==> config.mk <==
export PLATFORM = sky130hd
export DESIGN_NAME = cpu_phase_sequencer
export DESIGN_NICKNAME = d
export VERILOG_FILES = /design/src/rtl/cpu_phase_sequencer.sv
export SDC_FILE = /design/constraint.sdc
export NUM_CORES = 1
export LEC_CHECK = 0
export CAP_MARGIN = 25
export CORE_UTILIZATION = 51
export DETAILED_ROUTE_END_ITERATION = 6
export PLACE_DENSITY = 0.91
export SYNTH_ARGS = -nofsm -noshare
export SYNTH_HDL_FRONTEND = slang
export SYNTH_SLANG_ARGS = --single-unit
==> constraint.sdc <==
create_clock -name clock -period 3.6 [get_ports clock]
set_input_delay 1.08 -clock clock [delete_from_list [all_inputs] [get_ports clock]]
set_output_delay 1.08 -clock clock [all_outputs]
set_load 0.1 [all_outputs]
==> src/rtl/cpu_phase_sequencer.sv <==
// Multi-cycle CPU phase sequencer: fetch/decode/execute/memory/io/writeback Moore FSM.
// Define SEQ_SINGLE_STEP_EN to add step_mode/step ports and the PAUSED state.
module cpu_phase_sequencer #(
  parameter int unsigned MEM_WAIT_CYCLES = 2
) (
  input  logic       clock,
  input  logic       reset,
  input  logic       core_enable,
  input  logic [2:0] controlMAH,
  input  logic [2:0] controlRB,
  input  logic       allow_write_on_memory,
  input  logic       is_input,
  input  logic       is_output,
  input  logic       io_confirm,
`ifdef SEQ_SINGLE_STEP_EN
  input  logic       step_mode,
  input  logic       step,
`endif
  output logic [2:0] phase,
  output logic       mem_enable,
  output logic       mem_write,
  output logic       ir_load,
  output logic       pc_write,
  output logic       rb_write,
  output logic       io_waiting,
  output logic       halted
);

  // A zero wait count behaves as one; anything above the 4-bit counter range saturates.
  localparam int unsigned MW_EFF = (MEM_WAIT_CYCLES == 0) ? 1 :
                                   ((MEM_WAIT_CYCLES > 15) ? 15 : MEM_WAIT_CYCLES);
  localparam logic [3:0]  LAST_CNT = 4'(MW_EFF - 1);

`ifdef SEQ_SINGLE_STEP_EN
  typedef enum logic [2:0] {
    FETCH     = 3'd0,
    DECODE    = 3'd1,
    EXECUTE   = 3'd2,
    MEMORY    = 3'd3,
    IO_WAIT   = 3'd4,
    WRITEBACK = 3'd5,
    HALTED    = 3'd6,
    PAUSED    = 3'd7
  } state_t;
`else
  typedef enum logic [2:0] {
    FETCH     = 3'd0,
    DECODE    = 3'd1,
    EXECUTE   = 3'd2,
    MEMORY    = 3'd3,
    IO_WAIT   = 3'd4,
    WRITEBACK = 3'd5,
    HALTED    = 3'd6
  } state_t;
`endif

  typedef struct packed {
    logic mem_enable;
    logic mem_write;
    logic ir_load;
    logic pc_write;
    logic rb_write;
    logic io_waiting;
    logic halted;
  } outs_t;

  state_t     state_q, state_d;
  logic [3:0] cnt_q, cnt_d;
  logic       store_q, store_d;
  logic       rb_q, rb_d;
  logic       conf_prev_q;
  logic       confirm_rise;
  outs_t      outs_q;

`ifdef SEQ_SINGLE_STEP_EN
  logic       step_prev_q;
  logic       step_rise;
  assign step_rise = step & ~step_prev_q;
`endif

  assign confirm_rise = io_confirm & ~conf_prev_q;

  // Output decode depends only on state, wait counter and the flags latched in EXECUTE.
  function automatic outs_t decode(input state_t s, input logic [3:0] c,
                                   input logic st, input logic rb);
    outs_t o;
    o = '0;
    case (s)
      FETCH: begin
        o.mem_enable = 1'b1;
        o.ir_load    = (c == LAST_CNT);
      end
      MEMORY: begin
        o.mem_enable = 1'b1;
        o.mem_write  = (c == LAST_CNT) && st;
      end
      IO_WAIT:   o.io_waiting = 1'b1;
      WRITEBACK: begin
        o.pc_write = 1'b1;
        o.rb_write = rb;
      end
      HALTED:    o.halted = 1'b1;
      default:   o = '0;
    endcase
    return o;
  endfunction

  always_comb begin
    state_d = state_q;
    store_d = store_q;
    rb_d    = rb_q;
    case (state_q)
      FETCH:   if (cnt_q == LAST_CNT) state_d = DECODE;
      DECODE:  state_d = EXECUTE;
      EXECUTE: begin
        store_d = allow_write_on_memory;
        rb_d    = |controlRB;
        if (!core_enable)                state_d = HALTED;
        else if (is_input || is_output)  state_d = IO_WAIT;
        else if (|controlMAH)            state_d = MEMORY;
        else                             state_d = WRITEBACK;
      end
      MEMORY:  if (cnt_q == LAST_CNT) state_d = WRITEBACK;
      IO_WAIT: if (confirm_rise) state_d = WRITEBACK;
`ifdef SEQ_SINGLE_STEP_EN
      WRITEBACK: state_d = step_mode ? PAUSED : FETCH;
      PAUSED:    if (step_rise) state_d = FETCH;
`else
      WRITEBACK: state_d = FETCH;
`endif
      HALTED:  state_d = HALTED;
      default: state_d = FETCH;
    endcase

    // Counter restarts on every state entry and saturates on the last wait cycle.
    if (state_d != state_q)
      cnt_d = 4'd0;
    else if ((state_q == FETCH || state_q == MEMORY) && cnt_q != LAST_CNT)
      cnt_d = cnt_q + 4'd1;
    else
      cnt_d = cnt_q;
  end

  always_ff @(posedge clock) begin
    if (reset) begin
      state_q     <= FETCH;
      cnt_q       <= 4'd0;
      store_q     <= 1'b0;
      rb_q        <= 1'b0;
      conf_prev_q <= 1'b1;
      outs_q      <= decode(FETCH, 4'd0, 1'b0, 1'b0);
    end else begin
      state_q     <= state_d;
      cnt_q       <= cnt_d;
      store_q     <= store_d;
      rb_q        <= rb_d;
      conf_prev_q <= io_confirm;
      outs_q      <= decode(state_d, cnt_d, store_d, rb_d);
    end
  end

`ifdef SEQ_SINGLE_STEP_EN
  // A step button held through reset must not count as a fresh press.
  always_ff @(posedge clock) begin
    if (reset) step_prev_q <= 1'b1;
    else       step_prev_q <= step;
  end
`endif

  assign phase      = state_q;
  assign mem_enable = outs_q.mem_enable;
  assign mem_write  = outs_q.mem_write;
  assign ir_load    = outs_q.ir_load;
  assign pc_write   = outs_q.pc_write;
  assign rb_write   = outs_q.rb_write;
  assign io_waiting = outs_q.io_waiting;
  assign halted     = outs_q.halted;

endmodule

# ---- Yosys cells after proc, flatten, opt, wreduce, memory -nomap -nowiden
# Cells that the tools add are included.
dict set report word_totals {
  input_bits 13
  wordCells 58
  output_inout_bits 10
  reg_bits 17
}
dict set report classes {
  bitwise 5
  n_mux 15
  addsub 1
  n_reduce_logical 12
  eq_ne 13
}
# op count
set ops {}
lappend ops {{3-bit two-way mux} 6}
lappend ops {{3-bit case mux with 6 select lines} 1}
lappend ops {{3-bit == test, second input constant} 5}
lappend ops {{3-bit by 2-bit == test with 1-bit output, second input constant} 3}
lappend ops {{4-bit by 1-bit == test with 1-bit output, second input constant} 2}
lappend ops {{4-bit two-way mux} 2}
lappend ops {{2-bit OR reduction} 4}
lappend ops {{3-bit logical NOT} 2}
lappend ops {{3-bit OR reduction} 2}
lappend ops {{1-bit two-way mux} 5}
lappend ops {{4-bit by 1-bit adder with 4-bit output, second input constant} 1}
lappend ops {{4-bit by 1-bit != test with 1-bit output, second input constant} 1}
lappend ops {{1-bit NOT} 4}
lappend ops {{3-bit by 1-bit == test with 1-bit output, second input constant} 1}
lappend ops {{3-bit != test} 1}
lappend ops {{1-bit logical AND} 2}
lappend ops {{1-bit logical OR} 2}
lappend ops {{2-bit two-way mux} 1}
lappend ops {{1-bit AND} 1}

# ---- Depth between registers and ports, before layout
# Gate-level depths: netlist (run 1).
dict set report logic_depth {
  ltp_word 9
  depth_mapped 7
  ltp_nobuf 7
}

# ---- Worst setup path before layout (run 1)
# Ideal clock, no wire load.
dict set report synth_path {
  kind {input port to flip-flop}
  startpoint {input port controlMAH[1]}
  endpoint {register outs_q, in the netlist rb_write}
  n_path_buf 0
  arrival_ps 2319
  path_slack_ps 1209
  setup_time_ps 73
  required_ps 3527
  cell_stages 5
  cell_sequence {or3_1 and2_4 o311a_1 or2_4 nor3_2}
}
dict set report synth_between {
  elab_chain_len 8
}
# element line
set synth_rtl {}
lappend synth_rtl {{start, declared} 9} ;# input logic [2:0] controlMAH,
lappend synth_rtl {{3-bit OR reduction} 120} ;# else if (|controlMAH) state_d = MEMORY;
lappend synth_rtl {{3-bit two-way mux} 120}
lappend synth_rtl {{3-bit two-way mux} 119} ;# else if (is_input || is_output) state_d = IO_WAIT;
lappend synth_rtl {{3-bit two-way mux} 118} ;# if (!core_enable) state_d = HALTED;
lappend synth_rtl {{3-bit case mux with 6 select lines} 112} ;# case (state_q)
lappend synth_rtl {{3-bit == test} 88} ;# case (s)
lappend synth_rtl {{1-bit NOT (no source line)} -}
lappend synth_rtl {{2-bit OR reduction (no source line)} -}
lappend synth_rtl {{end signal, assigned} 151} ;# outs_q <= decode(FETCH, 4'd0, 1'b0, 1'b0);
lappend synth_rtl {{end signal, assigned} 158} ;# outs_q <= decode(state_d, cnt_d, store_d, rb_d);
lappend synth_rtl {{end, declared} 73} ;# outs_t outs_q;
# Every way passes these cells.
# A chain may end at the register's enable or synchronous reset.

# ---- Worst setup path in the final report (run 1)
dict set report layout_path {
  startpoint {input port controlMAH[1]}
  endpoint {register outs_q, in the netlist ir_load}
}
dict set report layout_between {
  elab_chain_len 8
  elab_cells_between_ends 11
  cone_classes {2 x eq/ne; 5 x mux; 1 x bitwise; 3 x reduce/logical}
}
# element line
set layout_rtl {}
lappend layout_rtl {{3-bit OR reduction (*)} 120}
lappend layout_rtl {{3-bit two-way mux (*)} 120}
lappend layout_rtl {{3-bit two-way mux (*)} 119}
lappend layout_rtl {{3-bit two-way mux (*)} 118}
lappend layout_rtl {{3-bit case mux with 6 select lines (*)} 112}
lappend layout_rtl {{3-bit != test / 3-bit logical NOT (equally long branches)} {136, 88}}
lappend layout_rtl {{4-bit two-way mux / 1-bit NOT (equally long branches)} -}
lappend layout_rtl {{4-bit by 1-bit == test with 1-bit output / 2-bit OR reduction (equally long branches)} -}
# Every way passes the cells marked *; elsewhere a longest branch is shown, timed or not.

==> results.toml, run 1 <==
[clock_network]
clock_latency_ps = 290
cts_sinks = 17
cts-hold-fix-buffers = 0
clkTransAtPathRegs_ps = 90
post-cts-setup-buffers = 0
clock_path_buffers = 2
h-tree-depth = 1
ctsRootBufferMaster = "clkbuf_4"
cts_tree = "yes"
cts_made_buffers = 3
postCtsResizedCells = 0

[layout]
num_antenna_cells = 0
fin_cells = 146
postLayoutCellArea_um2 = 1137
mostFrequentLayoutCell = "dfxtp_1"
layout_common_cells = "dfxtp_1 (17), nor2_1 (14), clkdlybuf4s50_1 (12)"
area_growth_pct = 22.18
nets = 137
drive_gt1_frac = 0.2397
n_fill_cell = 151

[setup_path]
cpPeakStageDelay_ps = 680
cpMaxStageDelayCell = "a222oi_1"
cp_data_required_time_ps = 3810
crit_path_end_kind = "flop"
worstPathArrival_ps = 2900
crit_chain = "clkdlybuf4s50_1, or3_1, a222oi_1, nand3_1, nor3b_1"
crit_type = "input pin to flop"
path_max_fanout = 5
cp-start-kind = "input pin"

[worst_hold_path]
hold_class = "flop to flop"

[logic_synthesis]
ys_async_sr_fraction = 0
netlist_area_um2 = 930.9
yosys.area_share.adder = 0.02688
yosys.area_share.simple = 0.3024
synth_mux_area_frac = 0.03360
synth_ff_type = "dfxtp_1"
ys_seq_elements = 17
synth_cell_types = 46
syn-num-nets = 115
synth-compound-area-share = 0.1734
synth_area_per_cell_um2 = 9.309
syn_inst = 100
ys_warn_count = 0
synth_xor_area_frac = 0.02823
synth_top_family_by_area = "simple AND/OR/NAND/NOR gates"
synth_edf_count = 0
yosysSeqAreaShare = 0.3656

[placed_design]
placed_cells = 142
dp_hpwl_um = 1451
port_buffers = 22
placed_cell_area_um2 = 1111
gp_congestion = 0.9492

[die]
die_w_um = 44.73
die_y_um = 44.73
io_pins = 23
rows = 15
die_area_um2 = 2000
core-area_um2 = 1727
initial_core_util = 0.5391

[power_and_ir_drop]
finalPower_mw = 0.8114
ir_drop_mv = 0.4454
p_leak_nw = 0.4661
p_per_area_nw_per_um2 = 713.4

[drt]
vias = 803
drt_iter0_drc = 14
vias_per_cell = 5.500
first_pass_iters = 4
drt-total-wl_um = 1894
wl_per_cell_um = 12.97
drc = 0
ant_nets = 0

[timing]
worstMarginPinSlew_ps = 719.8
setup_viol = 0
rsz0062_at_grt = "false"
fin_setup_tns_ps = 0
period_minus_slack_ps = 2689
final_hold_viol_count = 0
relSlewSlack = 0.5201
skew_ps = 4.189
final_max_slew_viol_count = 0
max_freq_ghz = 0.3719
finalCritPeriodShare = 0.7469

[job]
maxCapViolCount = 0

[global_route]
grt_pass1_vias = 721
grt.total_usage = 0.2109
grt_pass1_wl_um = 3139
grt_max_degree = 21
antenna_found_initial = 0
grt-ovfl-total = 0

[outcome]
status = "complete, no violations"
per-stage QoR:
stage                 util  hold slack, ps  setup WS, ps
finish              0.6587           534.6         911.3
global placement    0.6435           516.6         725.3
floorplan                -           475.1          1209
global route        0.6587           571.9         735.2
detailed placement  0.6435           519.2         646.8
CTS                 0.6587           539.8         935.8
cell families (layout without fill, tap and decap cells):
| kind of cell | Yosys count | in the layout |
|---|---|---|
| AO/OA/AOI/OAI | 20 | 20 |
| XOR/XNOR | 3 | 3 |
| buffers and inverters | 10 | 31 |
| adder cells (fa/ha/maj) | 2 | 2 |
| AND/OR/NAND/NOR | 45 | 45 |
| multiplexers | 3 | 3 |
| flip-flops | 17 | 17 |
worst max-delay path: cells and delay by family:
kind	cells	cell delay [ps]
buf+inv	1	390
simple gates	3	760
compound gates	1	680
path summary, 6_finish.rpt:
check | slack (ps) | startpoint | to | depth (start not counted)
max | 910 | controlMAH[1] | ir_load$_SDFF_PP0_ | 5
min | 530 | store_q$_SDFF_PP0_ | store_q$_SDFF_PP0_ | 2
max reg2reg | 1450 | phase[0]$_SDFF_PP0_ | ir_load$_SDFF_PP0_ | 5
min reg2reg | 530 | store_q$_SDFF_PP0_ | store_q$_SDFF_PP0_ | 2
routing by layer:
metal,track usage,vias up,routed length (µm)
met5,0,-,0
met3,0.02400,4,52
met2,0.3265,17,934
met1,0.3025,382,882
met4,0.07879,0,25
li1,-,400,-
state kept, by name, summed over array words and instances, names as in the netlist:
signal	count
conf_prev_q	1
io_waiting	1
pc_write	1
rb_write	1
ir_load	1
mem_enable	1
phase	3
cnt_q	4
rb_q	1
halted	1
store_q	1
mem_write	1
power by group:
| part | total (mW) | internal [mW] | switching [mW] |
|---|---|---|---|
| Clock | 0.0996 | 0.0431 | 0.0565 |
| Sequential | 0.264 | 0.220 | 0.0445 |
| Combinational | 0.447 | 0.161 | 0.286 |
layout make-up:
cell class / instances / area [µm²] / share of cell area
multi-input combinational: 73 / 525.5 / 0.4620
inverter: 5 / 18.77 / 0.01650
tap: 25 / 31.28 / 0.02750
sequential: 17 / 340.3 / 0.2992
clock buffer: 4 / 26.28 / 0.02310
timing repair buffer: 22 / 195.2 / 0.1716
synth_stat cells (2+ instances only):
cell     instances  area share
a211o_1          3       0.028
a21oi_1          2       0.011
a31oi_1          2       0.013
and2b_2          2       0.019
buf_6            3       0.036
dfxtp_1         17        0.37
ha_1             2       0.027
inv_1            3       0.012
inv_2            2      0.0081
mux2i_1          2       0.022
nand2_1          4       0.016
nand3_1          2       0.011
nand4_1          2       0.013
nor2_1          14       0.056
nor3_1           3       0.016
nor3_2           2       0.022
nor3b_2          2       0.027
o21ai_0          4       0.022
xor2_1           2       0.019
(Power assumes the default switching activity.)
==> run 2, diff against run 1 <==
CORE_UTILIZATION = 47   (was 51)
PLACE_DENSITY = 0.86   (was 0.91)
clock period = 2.7 ns   (was 3.6 ns; I/O delays follow)
==> run 2 against run 1 <==
First-iteration DRC count is 50% higher. Sequential power is 27% higher. Cell count is 2.7% higher. Sequential share of layout area is 0.80 points lower. Die area is 8.1% higher. Clock power is 40% higher. Clock skew is 6.5 ps higher. Final area is 2.8% higher. Register-to-register slack worse by 840 ps. Critical path depth is 1 higher. Count of clock-buffer cells in the layout is 1 lower. Largest power group unchanged. Highest routed layer unchanged.
==> results.toml, run 2 (same netlist as run 1, synthesis figures left out) <==
[clock_network]
h-tree-depth = 1
clkTransAtPathRegs_ps = 110
postCtsResizedCells = 0
cts_tree = "yes"
ctsRootBufferMaster = "clkbuf_4"
post-cts-setup-buffers = 0
cts_sinks = 17
clock_path_buffers = 2
cts_made_buffers = 3
clock_latency_ps = 300
cts-hold-fix-buffers = 0

[timing]
finalCritPeriodShare = 0.8664
rsz0062_at_grt = "false"
fin_setup_tns_ps = 0
relSlewSlack = 0.7073
final_hold_viol_count = 0
period_minus_slack_ps = 2339
hold_ws_ps = 554.6
final_max_slew_viol_count = 0
max_freq_ghz = 0.4275
worstMarginPinSlew_ps = 439.0
finalWorstSetupSlack_ps = 360.8
setup_viol = 0
skew_ps = 10.67

[die]
die_y_um = 46.51
core-area_um2 = 1783
io_pins = 23
die_w_um = 46.51
die_area_um2 = 2163
initial_core_util = 0.5221
rows = 15

[setup_path]
worstPathArrival_ps = 2560
cp-start-kind = "input pin"
path_max_fanout = 5
r2r_slack_ps = 610
critPathTopFamily = "simple AND/OR/NAND/NOR gates"
worstSetupEndpoint = "rb_write$_SDFF_PP0_"
cpPeakStageDelay_ps = 390
regToRegEndpoint = "ir_load$_SDFF_PP0_"
crit_type = "input pin to flop"
r2r_cells = 7
worst-path-buf-inv = 1
cpMaxStageDelayCell = "clkdlybuf4s50_1"
crit_start = "controlMAH[1]"
crit_chain = "clkdlybuf4s50_1, or3_1, and2_4, o311a_1, or2_4, nor3_2"
crit_path_end_kind = "flop"
cp_data_required_time_ps = 2920
crit_cells = 6
r2r-start = "cnt_q[1]$_SDFF_PP0_"

[global_route]
grt-ovfl-total = 0
grt_pass1_vias = 691
grt_pass1_wl_um = 2904
grt.total_usage = 0.1973
grt_max_degree = 20
antenna_found_initial = 0

[drt]
vias_per_cell = 5.353
wl_per_cell_um = 12.86
drc = 0
drt-total-wl_um = 1929
vias = 803
ant_nets = 0
first_pass_iters = 4
drt_iter0_drc = 21

[layout]
regMostFlops = "cnt_q"
largest_register_ffs = 4
drive_gt1_frac = 0.2720
layout_common_cells = "dfxtp_1 (17), nor2_1 (14), buf_4 (14)"
area_growth_pct = 25.54
num_antenna_cells = 0
finalCoreUtilization = 0.6554
nets = 141
mostFrequentLayoutCell = "dfxtp_1"

[power_and_ir_drop]
ir_drop_mv = 0.4785
p_per_area_nw_per_um2 = 935.5
finalPower_mw = 1.093
p_leak_nw = 0.4886

[placed_design]
port_buffers = 22
dp_hpwl_um = 1527
pre_cts_slack_ps = 53.28
gp_congestion = 0.8437

[job]
maxCapViolCount = 0

[outcome]
status = "complete, no violations"

[worst_hold_path]
hold_class = "flop to flop"
[run 2: worst register-to-register path, stage by stage, from the launching register on]
cell,delay (ps)
dfxtp_1,380
inv_1,70
ha_1,200
nor3b_2,190
nor3_2,370
mux2_1,360
nor3_1,200
nor3b_1,240
[run 2: final cells by class]
type	count	area, µm²
tap	25	31.28
clock buffer	3	22.52
sequential	17	340.3
clock inverter	1	5.005
fill	146	614.3
inverter	5	18.77
timing repair buffer	26	225.2
multi-input combinational	73	525.5
[run 2: per-layer routing]
metal	track usage	vias up	share of wire
met5	0	-	0
met4	0.08824	0	0.017
met3	0.03529	2	0.045
met2	0.3111	25	0.46
met1	0.2583	368	0.47
li1	-	408	-
[run 2: worst min-delay path by stage]
stage / start / endpoint / slack [ps] / cells past startpoint
2_1_floorplan: store_q$_SDFF_PP0_ / store_q$_SDFF_PP0_ / 480 / 2
3_3_place_gp: store_q$_SDFF_PP0_ / store_q$_SDFF_PP0_ / 520 / 2
3_5_place_dp: store_q$_SDFF_PP0_ / store_q$_SDFF_PP0_ / 530 / 2
4_1_cts: store_q$_SDFF_PP0_ / store_q$_SDFF_PP0_ / 560 / 2
5_1_grt: store_q$_SDFF_PP0_ / store_q$_SDFF_PP0_ / 590 / 2
6_report: store_q$_SDFF_PP0_ / store_q$_SDFF_PP0_ / 550 / 2
[run 2: stage by stage]
stage | area [µm²] | instances
floorplan | 930.9 | 100
global placement | 1141 | 146
detailed placement | 1141 | 146
CTS | 1169 | 150
global route | 1169 | 150
finish | 1169 | 150
[run 2: where the power goes]
part           internal, mW  switching (mW)
combinational         0.227           0.392
clock                0.0553          0.0841
sequential            0.293          0.0414
total                 0.576           0.517
==> run 3, diff against run 2 <==
PLACE_DENSITY = 0.75   (was 0.86)
==> run 3 against run 2 <==
Total power is 0.50% higher. Register-to-register slack better by 30 ps. Core utilization is 0.70 points higher. Global-route usage is 1.1 points higher. Maximum frequency is 3.5% higher. Critical path depth stayed put. Via count stayed put. First-iteration DRC count is 38% higher. Wire length stayed put. Hold slack worse by 8.3 ps. Clock skew is 0.65 ps lower. Critical path type unchanged. Critical endpoint unchanged.
==> results.toml, run 3 (same netlist as run 1, synthesis figures left out) <==
[layout]
mostFrequentLayoutCell = "dfxtp_1"
layout_common_cells = "dfxtp_1 (17), nor2_1 (14), buf_4 (13)"
area_growth_pct = 26.88
finalCoreUtilization = 0.6625
regMostFlops = "cnt_q"
nets = 141
num_antenna_cells = 0
drive_gt1_frac = 0.2720
largest_register_ffs = 4

[drt]
vias = 803
wl_met3_um = 111
first_pass_iters = 4
ant_nets = 0
wl_met1_um = 935
wl_per_cell_um = 12.86
drt-total-wl_um = 1929
vias_per_cell = 5.353
drc = 0
drt_iter0_drc = 29
dr.max_layer_used = "met4"
met2_length_um = 844

[timing]
fin_setup_tns_ps = 0
setup_viol = 0
skew_ps = 10.03
period_minus_slack_ps = 2260
max_freq_ghz = 0.4424
final_max_slew_viol_count = 0
rsz0062_at_grt = "false"
finalCritPeriodShare = 0.8371
relSlewSlack = 0.7207
worstMarginPinSlew_ps = 417.4
final_hold_viol_count = 0

[setup_path]
worstPathArrival_ps = 2500
worst-path-buf-inv = 1
cpPeakStageDelay_ps = 390
crit_type = "input pin to flop"
regToRegEndpoint = "ir_load$_SDFF_PP0_"
cp_data_required_time_ps = 2940
cp-start-kind = "input pin"
cpMaxStageDelayCell = "clkdlybuf4s50_1"
crit_chain = "clkdlybuf4s50_1, or3_1, and2_4, o311a_1, or2_4, nor3_2"
r2r-start = "cnt_q[1]$_SDFF_PP0_"
r2r_cells = 7
r2r_slack_ps = 640
crit_path_end_kind = "flop"
path_max_fanout = 5
critPathTopFamily = "simple AND/OR/NAND/NOR gates"

[global_route]
grt_pass1_vias = 716
grt_pass1_wl_um = 3111
grt.total_usage = 0.2087
grt-ovfl-total = 0
grt_max_degree = 20
antenna_found_initial = 0

[die]
die_w_um = 46.51
io_pins = 23
die_y_um = 46.51
rows = 15
core-area_um2 = 1783
die_area_um2 = 2163
initial_core_util = 0.5221

[clock_network]
clock_latency_ps = 300
cts_sinks = 17
clock_path_buffers = 2
ctsRootBufferMaster = "clkbuf_4"
cts_tree = "yes"
h-tree-depth = 1
postCtsResizedCells = 0
cts_made_buffers = 3
post-cts-setup-buffers = 0
clkTransAtPathRegs_ps = 100
cts-hold-fix-buffers = 0

[outcome]
status = "complete, no violations"

[power_and_ir_drop]
p_leak_nw = 0.4916
p_per_area_nw_per_um2 = 930.3
ir_drop_mv = 0.6836

[worst_hold_path]
hold_class = "flop to flop"
hold_path.startpoint = "store_q$_SDFF_PP0_"
hold_path_end = "store_q$_SDFF_PP0_"
holdPathStages = 2

[placed_design]
gp_congestion = 0.8461
dp_hpwl_um = 1528
port_buffers = 22

[job]
maxCapViolCount = 0
[run 3: cell counts in the layout (fill, tap and decap cells not counted)]
Identical to the previous run, type by type.
[run 3: metrics by stage]
| step | area (µm²) | std cells | hold WS [ps] | total power [mW] | setup WS, ps |
|---|---|---|---|---|---|
| after floorplan | 930.9 | 100 | 475.1 | 0.8416 | 374.2 |
| after CTS | 1181 | 150 | 550.0 | 1.106 | 440.4 |
| after global placement | 1154 | 146 | 520.2 | 0.9613 | 137.8 |
| after global routing | 1181 | 150 | 593.9 | 1.169 | 360.3 |
| after detailed placement | 1154 | 146 | 525.9 | 0.9694 | 129.3 |
| final | 1181 | 150 | 546.4 | 1.099 | 439.7 |
[run 3: layout make-up]
class,instances,area (µm²)
fill,165,601.8
multi-input combinational,73,525.5
sequential,17,340.3
timing repair buffer,26,237.7
tap,25,31.28
clock buffer,3,22.52
inverter,5,18.77
clock inverter,1,5.005
[run 3: worst reg2reg max path, stage by stage, from the launching register on]
cell and delay, ps:
dfxtp_1 380, inv_1 80, ha_1 190, nor3b_2 180, nor3_2 370, mux2_1 360, nor3_1 200, nor3b_1 230
[run 3: how the worst max path moves through the flow]
stage | slack (ps) | end | start | cells past startpoint
after floorplan | 370 | ir_load$_SDFF_PP0_ | phase[2]$_SDFF_PP0_ | 5
after global placement | 140 | rb_write$_SDFF_PP0_ | controlMAH[1] | 6
after detailed placement | 130 | rb_write$_SDFF_PP0_ | controlMAH[1] | 6
after CTS | 440 | rb_write$_SDFF_PP0_ | controlMAH[1] | 6
after global routing | 360 | mem_write$_SDFF_PP0_ | core_enable | 6
final | 440 | rb_write$_SDFF_PP0_ | controlMAH[1] | 6
[run 3: per-layer routing]
metal,track usage,vias to the layer above
met4,0.1059,0
met5,0,-
met1,0.2898,367
met3,0.03529,4
li1,-,410
met2,0.3056,22
[run 3: report_power, final]
part           internal (mW)  switching [mW]  leakage [nW]  total [mW]
Sequential             0.293          0.0414         0.138       0.335
Combinational          0.237           0.393         0.335       0.630
Clock                 0.0552          0.0787        0.0177       0.134
Total                  0.585           0.514         0.492        1.10
==> RTL edit: new RTL, flow settings as in run 3 <==
Add a define of `SEQ_SINGLE_STEP_EN`.
--- a/src/rtl/cpu_phase_sequencer.sv
+++ b/src/rtl/cpu_phase_sequencer.sv
@@ -1,5 +1,7 @@
 // Multi-cycle CPU phase sequencer: fetch/decode/execute/memory/io/writeback Moore FSM.
 // Define SEQ_SINGLE_STEP_EN to add step_mode/step ports and the PAUSED state.
+`define SEQ_SINGLE_STEP_EN
+
 module cpu_phase_sequencer #(
   parameter int unsigned MEM_WAIT_CYCLES = 2
 ) (
Ports: changed (added step and step_mode); port bits go from 23 to 25. The function was not compared with the original's and may differ.
==> RTL edit against run 3 <==
- cell area increased by 7.7%
- hold slack worse by 0.027 ns
- clock power rose by 25%
- worst setup slack got worse by 0.18 ns
- power is 18% higher
- sequential cell count increased by 1
- routed wire length rose by 12%
- synthesized area grew 4.3%
- largest cell class unchanged
==> RTL edit: results (changes against run 3) <==
[placed_design]
port_buffers=24  ; +9.1%
place_congestion=0.803  ; -5.1%

[layout]
drive_above_1_share_pct=22.4  ; -4.8 points
n_fill_cell=185  ; +12%
fin_nets=152  ; +7.8%

[sta]
layout_min_cycle_time_ns=2.44  ; +0.182 ns
worstMarginPinSlew_ns=0.586  ; +0.169 ns
clock_skew_ns=0.00893  ; -0.00110 ns

[pwr]
switching_share_pct=46.8  ; +0.054 points
ir_drop_v=0.000539  ; -21%

[worst_setup_path]
startpoint=core_enable
reg2reg_from=cnt_q[0]
r2r_end=rb_write
max_stage_delay_ns=0.46  ; +0.07 ns
cp-endpoint=cnt_q[3]
critPathMaxFanout=4  ; -1
cpLargestDelayFamily=compound AO/OA/AOI/OAI gates
arrival_ns=2.68  ; +0.18 ns
r2r_cells=6  ; -1

[synth]
seq_area_frac_synth_pct=37.1  ; +0.55 points
ys_types=43  ; -6.5%
yosys-top-cells-count=dfxtp_1, nor2_1, nor2b_1, nor3_1, inv_1
syn_inst=105  ; +5.0%
synth_fp_nets=122  ; +6.1%

[grt]
grt_pass1_wl_um=3270  ; +5.1%
grtUsageTotal_pct=21.2  ; +0.32 points
grt_max_degree=17  ; -15%

[status]
status=finished clean

[route]
wl_per_cell_um=13.4  ; +3.9%

-- RTL edit: cell count changes after synthesis, sizes merged, moves of 2 or more --
cell    before  now
nand4        2    0
o21ai        4    1
nor2b        0    6
and2b        2    0
a211o        3    1
buf          5    3
nand2        4    2
and2         2    0
o311ai       0    2
nor3         5    7
nand3b       1    3
a31oi        2    0
and4b        0    2
-- RTL edit: final cells by class --
class	instances	share of cell area, %
Inverter	5	1.47
Tap cell	27	2.65
Timing Repair Buffer	29	19.9
Multi-Input combinational cell	78	44.8
Sequential cell	18	28.3
Clock buffer	4	2.85
-- RTL edit: power by group through the flow --
| stage | Clock (mW) | Combinational [mW] | Sequential (mW) |
|---|---|---|---|
| after floorplan | 0 | 0.406 | 0.528 |
| after global placement | 0 | 0.727 | 0.394 |
| after detailed placement | 0 | 0.743 | 0.396 |
| after CTS | 0.175 | 0.745 | 0.390 |
| after global routing | 0.184 | 0.801 | 0.398 |
| final | 0.167 | 0.743 | 0.391 |
-- RTL edit: cell families after synthesis --
logic type | share of synthesized area, %
buffers and inverters | 4.12
adders and majority gates | 2.58
xor gates and xnor gates | 3.61
AOI/OAI and AO/OA | 16.0
DFF | 37.1
and+or+nand+nor | 33.5
muxes | 3.09
-- RTL edit: tightest hold or removal path, cell delays in order, from the launching register on --
cell	delay (ns)
dfxtp_1	0.35
mux2i_1	0.07
nor2_1	0.07
-- RTL edit: per-stage QoR --
step / cell area [µm²] / power [mW] / instances / hold WS [ns] / TNS (ns)
floorplan: 971 / 0.934 / 105 / 0.454 / 0
global placement: 1240 / 1.12 / 157 / 0.481 / 0
detailed placement: 1240 / 1.14 / 157 / 0.499 / -0.222
CTS: 1270 / 1.31 / 161 / 0.524 / 0
global route: 1270 / 1.38 / 161 / 0.550 / 0
finish: 1270 / 1.30 / 161 / 0.520 / 0
-- RTL edit: routing by layer --
layer | routed length, µm | GRT usage [%] | up-vias
met5 | 0 | 0 | -
met4 | 41 | 11.4 | 0
met3 | 75 | 2.64 | 6
met2 | 1150 | 38.1 | 30
met1 | 888 | 24.2 | 383
li1 | - | - | 436
-- RTL edit: how the worst min path moves through the flow --
stage | from | end | slack (ns) | cells after the start
2_1_floorplan | store_q | store_q | 0.45 | 2
3_3_place_gp | store_q | store_q | 0.48 | 2
3_5_place_dp | store_q | store_q | 0.50 | 2
4_1_cts | store_q | store_q | 0.52 | 2
5_1_grt | store_q | store_q | 0.55 | 2
6_report | store_q | store_q | 0.52 | 2
